[src/rtl/output_port_scheduler.sv]
`default_nettype none
// ============================================================================
// output_port_scheduler
//   Credit-gated, packet-granular round-robin scheduler for one router port.
// Revision: 1.0
// ============================================================================
module output_port_scheduler #(
    parameter int CREDIT_MAX = 4,
    parameter int CNT_W      = 3
) (
    input  logic             clk,
    input  logic             reset,
    input  logic             req_n,
    input  logic             req_e,
    input  logic             req_w,
    input  logic             req_s,
    input  logic             req_l,
    input  logic             valid_n,
    input  logic             valid_e,
    input  logic             valid_w,
    input  logic             valid_s,
    input  logic             valid_l,
    input  logic             tail_n,
    input  logic             tail_e,
    input  logic             tail_w,
    input  logic             tail_s,
    input  logic             tail_l,
    input  logic             credit_in,
    output logic             grant_n,
    output logic             grant_e,
    output logic             grant_w,
    output logic             grant_s,
    output logic             grant_l,
    output logic             valid_out,
    output logic [CNT_W-1:0] credit_cnt,
    output logic             credit_err
);

    localparam logic [CNT_W-1:0] C_CMAX = CNT_W'(CREDIT_MAX);
    localparam logic [CNT_W-1:0] C_ONE  = {{(CNT_W-1){1'b0}}, 1'b1};

    typedef enum logic {
        S_IDLE   = 1'b0,
        S_LOCKED = 1'b1
    } state_t;

    state_t           state_q, state_d;
    logic [4:0]       owner_q, owner_d;
    logic [4:0]       rr_q, rr_d;
    logic [CNT_W-1:0] credit_q, credit_d;
    logic             err_q, err_d;

    // Bit order everywhere: {L, S, W, E, N}
    logic [4:0] req_v, valid_v, tail_v, grant_v, win;
    logic [2:0] rr_idx;
    logic [3:0] idx;
    logic       found, xfer, tail_xfer;

    assign req_v   = {req_l, req_s, req_w, req_e, req_n};
    assign valid_v = {valid_l, valid_s, valid_w, valid_e, valid_n};
    assign tail_v  = {tail_l, tail_s, tail_w, tail_e, tail_n};

    assign grant_v   = (state_q == S_LOCKED && credit_q != '0) ? (owner_q & valid_v) : 5'b0;
    assign xfer      = |grant_v;
    assign tail_xfer = |(grant_v & tail_v);

    // First requester at or after the round-robin pointer, wrapping L->N
    always_comb begin
        rr_idx = 3'd0;
        for (int i = 0; i < 5; i++) begin
            if (rr_q[i]) rr_idx = 3'(i);
        end
        win   = 5'b0;
        found = 1'b0;
        idx   = 4'd0;
        for (int k = 0; k < 5; k++) begin
            idx = {1'b0, rr_idx} + 4'(k);
            if (idx >= 4'd5) idx = idx - 4'd5;
            if (!found && req_v[idx[2:0]]) begin
                win[idx[2:0]] = 1'b1;
                found         = 1'b1;
            end
        end
    end

    always_comb begin
        state_d = state_q;
        owner_d = owner_q;
        rr_d    = rr_q;
        case (state_q)
            S_IDLE: begin
                if (found) begin
                    state_d = S_LOCKED;
                    owner_d = win;
                    rr_d    = {win[3:0], win[4]};
                end
            end
            S_LOCKED: begin
                if (tail_xfer) begin
                    state_d = S_IDLE;
                    owner_d = 5'b0;
                end
            end
            default: state_d = S_IDLE;
        endcase
    end

    always_comb begin
        credit_d = credit_q;
        err_d    = err_q;
        if (credit_in && !xfer) begin
            if (credit_q == C_CMAX) err_d = 1'b1;
            else                    credit_d = credit_q + C_ONE;
        end else if (!credit_in && xfer) begin
            credit_d = credit_q - C_ONE;
        end
    end

    always_ff @(posedge clk or negedge reset) begin
        if (!reset) begin
            state_q  <= S_IDLE;
            owner_q  <= 5'b0;
            rr_q     <= 5'b00001;
            credit_q <= C_CMAX;
            err_q    <= 1'b0;
        end else begin
            state_q  <= state_d;
            owner_q  <= owner_d;
            rr_q     <= rr_d;
            credit_q <= credit_d;
            err_q    <= err_d;
        end
    end

    assign grant_n    = grant_v[0];
    assign grant_e    = grant_v[1];
    assign grant_w    = grant_v[2];
    assign grant_s    = grant_v[3];
    assign grant_l    = grant_v[4];
    assign valid_out  = xfer;
    assign credit_cnt = credit_q;
    assign credit_err = err_q;

endmodule
`default_nettype wire

[config.mk]
export PLATFORM = sky130hd
export DESIGN_NAME = output_port_scheduler
export DESIGN_NICKNAME = d
export VERILOG_FILES = /design/src/rtl/output_port_scheduler.sv
export SDC_FILE = /design/constraint.sdc
export NUM_CORES = 1
export LEC_CHECK = 0
export BUFFER_PORTS_ARGS = -buffer_cell sky130_fd_sc_hd__buf_4
export CORE_MARGIN = 5
export CORE_UTILIZATION = 60
export CTS_CLUSTER_DIAMETER = 50
export DETAILED_ROUTE_END_ITERATION = 7
export PLACE_DENSITY_LB_ADDON = 0.15
export SYNTH_ARGS = -nofsm -noshare
export SYNTH_HDL_FRONTEND = slang
export SYNTH_SLANG_ARGS = --single-unit
[constraint.sdc]
create_clock -name clk -period 6.31 [get_ports clk]
set_clock_uncertainty 0.05 [all_clocks]
set_input_delay 0.631 -clock clk [delete_from_list [all_inputs] [get_ports clk]]
set_output_delay 0.631 -clock clk [all_outputs]
set_load 0.02 [all_outputs]
==> metrics.md <==
| Metric | Value |
|---|---|
| Portion of the post-synthesis area used by sequential elements | 0.1968 |
| Minimum period implied by the final worst setup slack | 4.337 ns |
| Clock Root Buffer | sky130_fd_sc_hd__clkbuf_4 |
| Number of port buffers | 27 |
| Count of different cell masters after synthesis | 73 |
| Layout net count | 269 |
| Total negative slack | 0 ns |
| Number of setup buffers added after CTS | 0 |
| Clock tree from TritonCTS | yes |
| Overall routing resource usage | 0.2435 |
| TritonRoute pass-1 iters | 5 |
| CP endpoint kind | flip-flop |
| Fill cell instance count of the final layout | 260 |
| Highest clock frequency the design can meet | 230.6 MHz |
| ANT nets after route | 0 |
| CTS H-tree depth | 1 |
| Number of cells upsized or downsized after cts | 0 |
| Post-DP HPWL | 3638 um |
| Initial core utilization | 0.6369 |
| CP required | 6.42 ns |
| Most frequently used cell type in the post-synthesis netlist | sky130_fd_sc_hd__nand2_1 |
| Slew @ Worst Pin | 0.8536 ns |
| Setup repair after global routing missed its margin | no |
| Total vias in the final route | 1826 |
| Number of max-cap violations | 0 |
| Primary flip-flop cell chosen by synthesis mapping | sky130_fd_sc_hd__dfrtp_1 |
| Layout cells sized above 1 | 0.2107 |
| Maximum vdd drop | 0.0005143 V |
| Critical path start-end classification | reg -> reg |
| Worst stage delay on the critical path | 0.69 ns |
| DIE AREA | 0.004169 mm^2 |
| Area delta synth->final | 10.15% |
| Antenna violations before repair | 0 |
| Number of buffers on the longest clock path | 2 |
| Multi-input combinational cell area | 0.001294 mm^2 |
| Source-to-sink clock delay at the later pin of the worst-skew pair | 0.28 ns |
| Die Height | 64.57 um |
| Routed vias/inst | 6.689 |
| Synth cell count leaders | sky130_fd_sc_hd__nand2_1 (20), sky130_fd_sc_hd__nor2_1 (18), sky130_fd_sc_hd__dfrtp_1 (13) |
| Power density over cell area | 641.8 mW/mm^2 |
| Finish-stage setup viols | 0 |
| Critical Path Slowest Stage Cell | sky130_fd_sc_hd__dfrtp_1 |
| Global-route wire length before repair | 8245 um |
| Largest net degree at the start of global routing | 26 |
| Total wire length | 4674 um |
| Run status | finished clean |
| Num rows | 19 |
| Number of buffers inserted during clock tree synthesis | 3 |
| Die width | 64.57 um |
| # DRC | 0 |
| First DRT Iteration DRCs | 127 |
| Worst endpoint data arrival time | 4.44 ns |
| Path type of the worst min-delay path | in -> async |
| Clock slew seen by the registers of the worst setup and hold paths | 0.09 ns |
| Portion of synthesized cell area occupied by the leading cell type | 0.1821 |
| Number of flip-flops and latches in the synthesized netlist | 14 |
| Post-CTS Hold Buffers | 0 |
| Most area-consuming cells after synthesis | sky130_fd_sc_hd__dfrtp_1 (18%), sky130_fd_sc_hd__ha_1 (4.9%), sky130_fd_sc_hd__nand2_1 (4.2%) |
| Remaining max-slew budget at the tightest pin | 0.4310 |
| Maximum fanout along the worst path | 17 |
| Hold violation total from the final report | 0 |
| CORE AREA | 0.002805 mm^2 |
| Number of inserted diodes | 0 |
| Weighted congestion at the end of routability-driven global placement | 0.9913 |
| Share of the clock period used by the worst path after layout | 0.6873 |
| Biggest area consumer among synthesized cells | sky130_fd_sc_hd__dfrtp_1 |
| Residual overflow from global routing | 0 |
| Synth Instances | 224 |
| Total power after layout | 1.263 mW |
| Vias in the first global route | 1780 |
| Mean post-synth cell area | 7.976 um^2 |
| Total count of max-transition violations in the final report | 0 |
| Number of flops mapped to enable cells by yosys | 0 |
| Sort of element at the start of the critical path | flip-flop |
| Total number of clock tree sinks | 14 |
| Critical Path, Cell by Cell | inv_1 -> a21oi_2 -> inv_1 -> ha_1 -> mux2i_1 -> o21ai_1 -> a31oi_1 -> and2_1 -> or3b_1 -> o21bai_4 -> o21bai_1 -> o21ai_0 |
| Yosys warning total | 0 |
| Most frequent CP cell | sky130_fd_sc_hd__inv_1 |
| Leakage Power | 0.8892 nW |
| Area of all sequential standard cells | 351.6 um^2 |
| Ys async rst share | 1.000 |
| Netlist area before placement | 0.001787 mm^2 |
| Number of nets in the synthesized netlist | 250 |
| WL per Instance | 17.12 um |
| I/O pin cnt | 28 |
==> report_power, final <==
part / internal [mW] / switching (mW) / total (mW)
sequential: 0.128 / 0.0717 / 0.200
combinational: 0.400 / 0.599 / 0.999
clock: 0.0351 / 0.0293 / 0.0644
total: 0.563 / 0.700 / 1.26
==> placed cells by master (no fill, tap or decap), drive strengths merged, types with 3 or more instances in the layout <==
master,count
nor2,23
nand3,10
nor3b,3
o21ai,10
nor3,4
nand2b,5
clkbuf,4
nor4,5
ha,7
a22oi,3
inv,12
or4,3
nand2,20
or3b,3
o21bai,5
dfrtp,13
buf,27
a21oi,13
nand4,5
mux2i,7
and3,6
a31oi,5
==> per-layer routing <==
layer | GRT usage | up-vias | part of all wire
met2 | 0.4124 | 97 | 0.47
li1 | - | 872 | -
met3 | 0.03800 | 21 | 0.083
met4 | 0.1293 | 0 | 0.038
met1 | 0.2978 | 836 | 0.41
met5 | 0 | - | 0
==> layout make-up <==
type,count,area share
Inverter,12,0.02289
Tap cell,31,0.01971
Timing Repair Buffer,27,0.1030
Sequential cell,14,0.1786
Multi-Input combinational cell,185,0.6573
Clock buffer,4,0.01844
==> critical path: cells and delay by family (launching register included) <==
| kind | cells | cell delay, ns |
|---|---|---|
| AO/OA/AOI/OAI | 6 | 1.33 |
| AND/OR/NAND/NOR | 2 | 0.81 |
| flip-flops | 1 | 0.69 |
| adder cells (fa/ha/maj) | 1 | 0.67 |
| buffers and inverters | 2 | 0.41 |
| multiplexers | 1 | 0.25 |
==> kinds of logic (layout without fill, tap and decap cells) <==
| group | count (synthesis) | after routing | synth area share |
|---|---|---|---|
| compound gates | 63 | 63 | 0.2717 |
| simple gates | 104 | 104 | 0.3333 |
| fa+ha+maj | 8 | 8 | 0.06022 |
| buf+inv | 25 | 43 | 0.07913 |
| mux | 9 | 9 | 0.05392 |
| xor+xnor | 1 | 1 | 0.004903 |
| flops | 14 | 14 | 0.1968 |
==> final timing paths <==
kind                       depth (start not counted)  slack (ns)        from            end
max                                               12        1.97     rr_q[3]        rr_q[4]
min                                                1        0.13       reset        rr_q[3]
max reg2reg                                       12        1.97     rr_q[3]        rr_q[4]
min reg2reg                                        1        0.43  credit_err     credit_err
max in group asynchronous                          1        5.84       reset  credit_cnt[2]
min in group clk                                   1        0.43  credit_err     credit_err
==> through the flow <==
step	cells	setup WS [ns]	utilization	instance area, um^2	hold slack (ns)
final	273	1.973	0.7016	1968	0.1327
after global routing	273	1.549	0.7016	1968	0.1342
after CTS	273	2.035	0.7016	1968	0.1381
after detailed placement	269	2.069	0.6887	1932	0.4100
after global placement	269	2.150	0.6887	1932	0.3986
after floorplan	224	2.798	-	1787	0.2854
==> state kept, by name, summed over array words and instances, names as in the netlist <==
signal,flops
credit_err,1
owner_q,5
rr_q,4
state_q,1
credit_cnt,3
Power figures use the tool's default switching activity.
